**src/rtl/arm_ctrl_pkg.sv**
```systemverilog
// Shared definitions for the ARM control unit: condition mnemonics,
// flag bit positions inside {N,Z,C,V} and the FlagW enable bit positions.
package arm_ctrl_pkg;

  typedef enum logic [3:0] {
    EQ = 4'h0,
    NE = 4'h1,
    CS = 4'h2,
    CC = 4'h3,
    MI = 4'h4,
    PL = 4'h5,
    VS = 4'h6,
    VC = 4'h7,
    HI = 4'h8,
    LS = 4'h9,
    GE = 4'hA,
    LT = 4'hB,
    GT = 4'hC,
    LE = 4'hD,
    AL = 4'hE,
    NV = 4'hF
  } cond_e;

  localparam int FLAG_N = 3;
  localparam int FLAG_Z = 2;
  localparam int FLAG_C = 1;
  localparam int FLAG_V = 0;

  localparam int FLAGW_NZ = 1;
  localparam int FLAGW_CV = 0;

endpackage

```
**src/rtl/cond_check.sv**
```systemverilog
// Condition evaluator: decides whether an instruction executes, given its
// 4-bit condition field and the architectural flags. Purely combinational.
module cond_check
  import arm_ctrl_pkg::*;
(
  input  logic [3:0] Cond,
  input  logic [3:0] Flags,
  output logic       CondEx
);

  logic n;
  logic z;
  logic c;
  logic v;

  assign n = Flags[FLAG_N];
  assign z = Flags[FLAG_Z];
  assign c = Flags[FLAG_C];
  assign v = Flags[FLAG_V];

  // Condition table; NV (1111) is not supported and always squashes
  always_comb begin
    CondEx = 1'b0;
    case (Cond)
      EQ:      CondEx = z;
      NE:      CondEx = ~z;
      CS:      CondEx = c;
      CC:      CondEx = ~c;
      MI:      CondEx = n;
      PL:      CondEx = ~n;
      VS:      CondEx = v;
      VC:      CondEx = ~v;
      HI:      CondEx = c & ~z;
      LS:      CondEx = ~c | z;
      GE:      CondEx = (n == v);
      LT:      CondEx = (n != v);
      GT:      CondEx = ~z & (n == v);
      LE:      CondEx = z | (n != v);
      AL:      CondEx = 1'b1;
      default: CondEx = 1'b0;
    endcase
  end

endmodule

```
**src/rtl/cond_logic.sv**
```systemverilog
// Conditional-execution stage of the single-cycle ARM control unit.
// Holds NZCV, gates the decoder's write requests with the condition result
// and keeps saturating executed/squashed instruction counters for debug.
module cond_logic
  import arm_ctrl_pkg::*;
#(
  parameter int CNT_W = 32
) (
  input  logic             clk,
  input  logic             reset,
  input  logic             Valid,
  input  logic [3:0]       Cond,
  input  logic [3:0]       ALUFlags,
  input  logic [1:0]       FlagW,
  input  logic             NoWrite,
  input  logic             PCS,
  input  logic             RegW,
  input  logic             MemW,
  input  logic             CntClr,
  output logic             PCSrc,
  output logic             RegWrite,
  output logic             MemWrite,
  output logic             CondEx,
  output logic [3:0]       Flags,
  output logic [CNT_W-1:0] ExecCount,
  output logic [CNT_W-1:0] SquashCount
);

  localparam logic [CNT_W-1:0] CNT_ONE = {{(CNT_W-1){1'b0}}, 1'b1};

  logic [3:0]       flags_q;
  logic             cond_ex;
  logic             go;
  logic [1:0]       flag_write;
  logic [CNT_W-1:0] exec_q;
  logic [CNT_W-1:0] squash_q;

  // Increment that sticks at all-ones instead of wrapping
  function automatic logic [CNT_W-1:0] sat_inc(input logic [CNT_W-1:0] x);
    return (&x) ? x : (x + CNT_ONE);
  endfunction

  // The condition is judged on the flags as they stood before this
  // instruction, so its own ALU result cannot influence it.
  cond_check u_cond_check (
    .Cond   (Cond),
    .Flags  (flags_q),
    .CondEx (cond_ex)
  );

  assign go         = cond_ex & Valid;
  assign flag_write = FlagW & {2{go}};

  assign CondEx   = cond_ex;
  assign PCSrc    = PCS & go;
  assign RegWrite = RegW & go & ~NoWrite;
  assign MemWrite = MemW & go;
  assign Flags    = flags_q;

  // Flag register: NZ and CV halves are written independently
  always_ff @(posedge clk) begin
    if (reset) begin
      flags_q <= 4'b0000;
    end else begin
      if (flag_write[FLAGW_NZ]) flags_q[FLAG_N:FLAG_Z] <= ALUFlags[FLAG_N:FLAG_Z];
      if (flag_write[FLAGW_CV]) flags_q[FLAG_C:FLAG_V] <= ALUFlags[FLAG_C:FLAG_V];
    end
  end

  // Debug counters: a clear wins over counting the current instruction
  always_ff @(posedge clk) begin
    if (reset || CntClr) begin
      exec_q   <= '0;
      squash_q <= '0;
    end else if (Valid) begin
      if (cond_ex) exec_q   <= sat_inc(exec_q);
      else         squash_q <= sat_inc(squash_q);
    end
  end

  assign ExecCount   = exec_q;
  assign SquashCount = squash_q;

endmodule

```
**config.mk**
```make
export PLATFORM = sky130hd
export DESIGN_NAME = cond_logic
export DESIGN_NICKNAME = d
export VERILOG_FILES = /design/src/rtl/arm_ctrl_pkg.sv /design/src/rtl/cond_check.sv /design/src/rtl/cond_logic.sv
export SDC_FILE = /design/constraint.sdc
export NUM_CORES = 1
export LEC_CHECK = 0
export BUFFER_PORTS_ARGS = -buffer_cell sky130_fd_sc_hd__buf_2
export CAP_MARGIN = 20
export CORE_MARGIN = 1
export CORE_UTILIZATION = 54
export CTS_CLUSTER_SIZE = 28
export DETAILED_ROUTE_END_ITERATION = 7
export GPL_TIMING_DRIVEN = 1
export PLACE_DENSITY = 0.83
export SYNTH_ARGS = -nofsm -noshare
export SYNTH_HDL_FRONTEND = slang
export SYNTH_SLANG_ARGS = --single-unit
export TNS_END_PERCENT = 5
```
**constraint.sdc**
```tcl
create_clock -name clk -period 4.2 [get_ports clk]
set_input_delay 0.21 -clock clk [delete_from_list [all_inputs] [get_ports clk]]
set_output_delay 0.21 -clock clk [all_outputs]
set_load 0.01 [all_outputs]
```
# Word-level counts from Yosys, hierarchy flattened
# Index checks and enable logic that the tools add are counted.
# totals
register_bits,68
output_inout_bits,72
# classes
addsub,2
n_eq_ne,16
mux,1
bitwise,18
reduce_logical,6
# ops
op,n
$add 32x1->32 const B,2
$reduce_and 32->1,2
$eq 4x4->1 const B,7
$eq 4x3->1 const B,4
$pmux 1 s15,1
$eq 4x2->1 const B,2
$not 1->1,8
$and 1x1->1,7
$reduce_and 3->1,2
$eq 4x1->1 const B,1
$logic_not 4->1,1
$and 2x2->2,1
$or 1x1->1,2
$eq 1x1->1,1
$logic_or 1x1->1,1
$ne 1x1->1,1

# Depth between registers and ports, before layout
# logic_depth
word_depth,6
mapped_depth,9
ltp_nobuf,7

# Cells and area by module
# A second synthesis with hierarchy kept.
# unflattened
cells_unflattened,441
hier_area_um2,3633.5
# modules_own_cells
mod,n_inst,cells_each,area_each_um2,seq_area_each_um2
cond_logic,1,413,3439.5,1361.3
cond_check,1,28,193.9,0.0

# Worst setup path before layout
# OpenSTA, ideal clock, no wires.
# synth_timing
path_kind,flip-flop to output port
startpoint,reg flags_q[3] (netlist: Flags[3])
endpoint,out RegWrite
arrival_ps,2271
required_ps,3990
path_slack_ps,1719
stages_incl_launch_ff,8
path_buffers,2
cell_sequence,dfxtp_1 > xor2_1 > or4_4 > a311oi_4 > o31ai_4 > buf_6 > clkbuf_1 > nor3b_1
# synth_between
elab_chain_cells,6
word_cells_on_any_way,9
cone_classes,2 x eq/ne; 1 x mux; 6 x bitwise
# synth_lines
element,line_no,text
start: declaration,cond_logic.sv:31,logic [3:0] flags_q;
start signal: indexed assignment,cond_logic.sv:65,if (flag_write[FLAGW_NZ]) flags_q[FLAG_N:FLAG_Z] <= ALUFlags[FLAG_N:FLAG_Z];
start signal: indexed assignment,cond_logic.sv:66,if (flag_write[FLAGW_CV]) flags_q[FLAG_C:FLAG_V] <= ALUFlags[FLAG_C:FLAG_V];
$ne 1x1->1 or $eq 1x1->1 (tied branches),--,
$or 1x1->1 or $and 1x1->1 (tied branches),"cond_check.sv:38, cond_check.sv:37",
$pmux 1 s15 (*),cond_check.sv:24,case (Cond)
$and 1x1->1 (*),cond_logic.sv:51,assign go = cond_ex & Valid;
$and 1x1->1 (*) (2 in series),cond_logic.sv:56,assign RegWrite = RegW & go & ~NoWrite;
end: declaration,cond_logic.sv:21,"output logic RegWrite,"
# Every way passes the cells marked *; elsewhere a longest branch is shown, timed or not.

# Worst setup path after layout
# layout_timing
startpoint,reg flags_q[0] (netlist: Flags[0])
endpoint,out MemWrite
# layout_between
elab_chain_cells,5
word_cells_on_any_way,8
cone_classes,2 x eq/ne; 1 x mux; 5 x bitwise
# layout_lines
element,line_no,text
$ne 1x1->1 or $eq 1x1->1 (tied branches),--,
$or 1x1->1 or $and 1x1->1 (tied branches),"cond_check.sv:38, cond_check.sv:37",
$pmux 1 s15 (*),cond_check.sv:24,
$and 1x1->1 (*),cond_logic.sv:51,
$and 1x1->1 (*),cond_logic.sv:57,assign MemWrite = MemW & go;
end: declaration,cond_logic.sv:22,"output logic MemWrite,"
# Marks and branches as above.

==> impl_metrics.csv <==
group,metric,value,unit
hold_path,hold_path.startpoint,"ALUFlags[0]",
timing,period_needed,3.01,ns
final_layout,drive_gt1_share,21.6,%
floorplan,ioPinCount,90,
route,drc_errors,0,
final_layout,nFillCells,602,
setup_path,crit_start,"Flags[0]$_SDFFE_PP0P_",
placement,place_area,4200,um^2
setup_path,cpPeakStageDelay,0.64,ns
cts,clk_pin_slew,0.07,ns
final_layout,seq_area,1360,um^2
setup_path,timing.rr.end,"SquashCount[4]$_SDFFE_PP0P_",
setup_path,cp.required,3.99,ns
route,totalWireLength,9990,um
power_and_ir_drop,p_clk_share,40.6,%
final_layout,diodes,0,
global_routing,grt_pass1_vias,3668,
setup_path,ff2ff_path_depth,6,
timing,min_period_over_period,71.7,%
floorplan,die_y,85.5,um
yosys,synth-compound-area-share,22.9,%
setup_path,setup.worst_path.end_class,"primary output",
yosys,yosys-top-cells-area,"dfxtp_1, a21oi_1, or3_1, nand2_1, o21ai_0",
yosys,yosysUniqueCellTypes,48,
timing,slew_viol_final,0,
yosys,synth_area,3770,um^2
placement,place.gp.congestion,0.843,
yosys,seq_area_frac_synth,36.1,%
global_routing,grt_max_degree,54,
yosys,muxShareOfSynthArea,2.12,%
timing,setup_viol,0,
timing,hold_viol,0,
route,routedWlPerCell,15.9,um
yosys,synth_nets,487,
cts,cts_inserted_buffers,9,
route,vias,4042,
cts,h-tree-depth,3,
yosys,synth-edff-count,0,
final_layout,mostFrequentLayoutCells,"buf_2, dfxtp_1, nand2_1, a21oi_1, or3_1",
setup_path,critical_path_peak_fanout,11,
route,drt_iter0_markers,219,
hold_path,min_path_cells,3,
placement,pre_cts_ws,1.56,ns
route,first_pass_iters,5,
yosys,yosys.area_share.simple,33.8,%
cts,hold_buffers,0,
global_routing,gr-usage-all-layers,28.1,%
hold_path,hold_end,"Flags[0]$_SDFFE_PP0P_",
power_and_ir_drop,switching_share,25.7,%
floorplan,fp-row-count,30,
global_routing,grt_overflow,0,
setup_path,critPathKind,"flop to primary output",
run_status,status,"finished clean",
global_routing,grt_pass1_wl,17000,um
cts,clk_path_buf_depth,2,
final_layout,area_growth,16.8,%
timing,relSlewSlack,31.6,%
power_and_ir_drop,p_int,0.000937,W
final_layout,multiInputGateArea,2270,um^2
yosys,synth_cells,467,
yosys,yosysTopAreaCell,"dfxtp_1",
setup_path,slowest_stage,"a31oi_1",
yosys,synth.ff_latch_count,68,
timing,rsz0062_at_grt,"false",
floorplan,dieArea,7320,um^2
cts,insertion_delay,0.35,ns
yosys,synth_top_family_by_area,"simple AND/OR/NAND/NOR gates",
setup_path,crit_path_cell_trace,"xor2_1 > or4_4 > a311o_1 > a31oi_1 > and2_1 > buf_2",
power_and_ir_drop,irDropWorstVdd,155,uV
cts,cts_setup_buffers,0,
timing,finClkSkew,0.0119,ns
setup_path,worstSetupStartpointType,"flop",
timing,max_freq,332,MHz
setup_path,r2r_start,"Flags[3]$_SDFFE_PP0P_",
final_layout,final_cell_area,4400,um^2
cts,cts_resized,0,
cts,root_buffer,"clkbuf_8",
cts,cts_tree,"yes",
final_layout,finish.utilization,65.2,%
power_and_ir_drop,power_density,287,nW/um^2
timing,fin_ws,1.19,ns
global_routing,antenna_found_initial,0,
power_and_ir_drop,comb_power_share,7.9,%
placement,dp.final_hpwl,6810,um
placement,dp.cells,610,
route,ant_nets,0,
final_layout,num-nets-final,562,
power_and_ir_drop,switching_power,0.000325,W
yosys,synthAdderAreaFrac,0.664,%
cts,cts.sinks,68,
yosys,async_flop_share,0,%
job,drv_cap,0,
hold_path,hold_class,"primary input to flop",
yosys,synth-xor-area-share,0.697,%
yosys,yosysTopAreaCellShare,36.1,%
power_and_ir_drop,power_frac_seq,51.5,%
timing,worstMarginPinSlew,1.03,ns
route,vias_per_cell,6.45,
timing,tns,0,ns
yosys,synth_area_per_cell,8.07,um^2
setup_path,critPathArrivalTime,2.80,ns
setup_path,rrSetupSlack,1.51,ns
floorplan,core,6760,um^2
placement,io_buffer_count,89,
power_and_ir_drop,p_leak,1.65,nW
yosys,synth_ff_type,"dfxtp_1",
final_layout,layoutNonFillerInstCount,627,
yosys,yosys_warnings,0,
floorplan,initial_core_util,55.8,%
floorplan,die_w,85.5,um
final_layout,final_common_cell,"buf_2",
-- worst max-delay path by stage --
stage,endpoint,slack [ns]
floorplan,RegWrite,1.72
global placement,ExecCount[8]$_SDFFE_PP0P_,1.63
detailed placement,MemWrite,1.56
CTS,MemWrite,1.18
global route,PCSrc,1.03
finish,MemWrite,1.19
-- power by group through the flow --
stage	clock, W	sequential [W]	combinational [W]
after global placement	0	0.000665	0.0000935
after CTS	0.000517	0.000650	0.0000962
after detailed placement	0	0.000665	0.0000958
after floorplan	0	0.000666	0.0000688
final	0.000512	0.000650	0.0000999
after global routing	0.000545	0.000650	0.000109
-- worst max-delay path, delay by kind of cell (launching register included) --
kind	cells	cell delay, ns
buffers and inverters	1	0.13
DFF	1	0.35
xor gates and xnor gates	1	0.21
and+or+nand+nor	2	0.74
AOI/OAI and AO/OA	2	1.04
-- sequential cells by signal, indices dropped and copies added (netlist names) --
| name | flops |
|---|---|
| SquashCount | 32 |
| ExecCount | 32 |
| Flags | 4 |
-- stage by stage --
| step | hold slack [ns] | power [W] |
|---|---|---|
| 4_1_cts | 0.124 | 0.00126 |
| 5_1_grt | 0.142 | 0.00130 |
| 3_5_place_dp | 0.480 | 0.000761 |
| 6_report | 0.128 | 0.00126 |
| 3_3_place_gp | 0.471 | 0.000758 |
| 2_1_floorplan | 0.376 | 0.000734 |
-- Yosys cell counts (all sizes together) (2+ instances only) --
library cell	instances
dfxtp	68
nand2	56
a21oi	46
or3	36
o21ai	33
nand4	25
or4	23
clkbuf	20
o31ai	19
nand3	17
nor2	16
and3	12
nor4	10
buf	8
mux2i	8
o211ai	8
nand2b	6
and4	5
nand4b	5
a31oi	4
and2	4
nor3	4
o21a	4
a41o	3
inv	3
a311oi	2
ha	2
o311ai	2
o31a	2
o41ai	2
or2	2
xnor2	2
-- kinds of logic (layout without fill, tap and decap cells) --
family / after synthesis / count (layout)
compound gates: 131 / 131
mux: 8 / 8
fa+ha+maj: 2 / 2
simple gates: 224 / 224
xor+xnor: 3 / 3
buf+inv: 31 / 111
flops: 68 / 68
-- per-layer routing --
layer,wire length [um],track usage (%),up-vias
li1,-,-,1956
met1,4480,36.8,1932
met2,4810,45.7,140
met3,568,4.72,14
met4,136,12.3,0
met5,0,0,-
-- area by class of cell --
| type | count | share of cell area [%] |
|---|---|---|
| flip-flops and latches | 68 | 30.9 |
| multi-input cells | 368 | 51.5 |
| clock inverters | 4 | 0.512 |
| repair buffers | 92 | 10.8 |
| clock buffers | 12 | 3.75 |
| well taps | 80 | 2.27 |
| inverters | 3 | 0.256 |
Power figures use the tool's default switching activity.
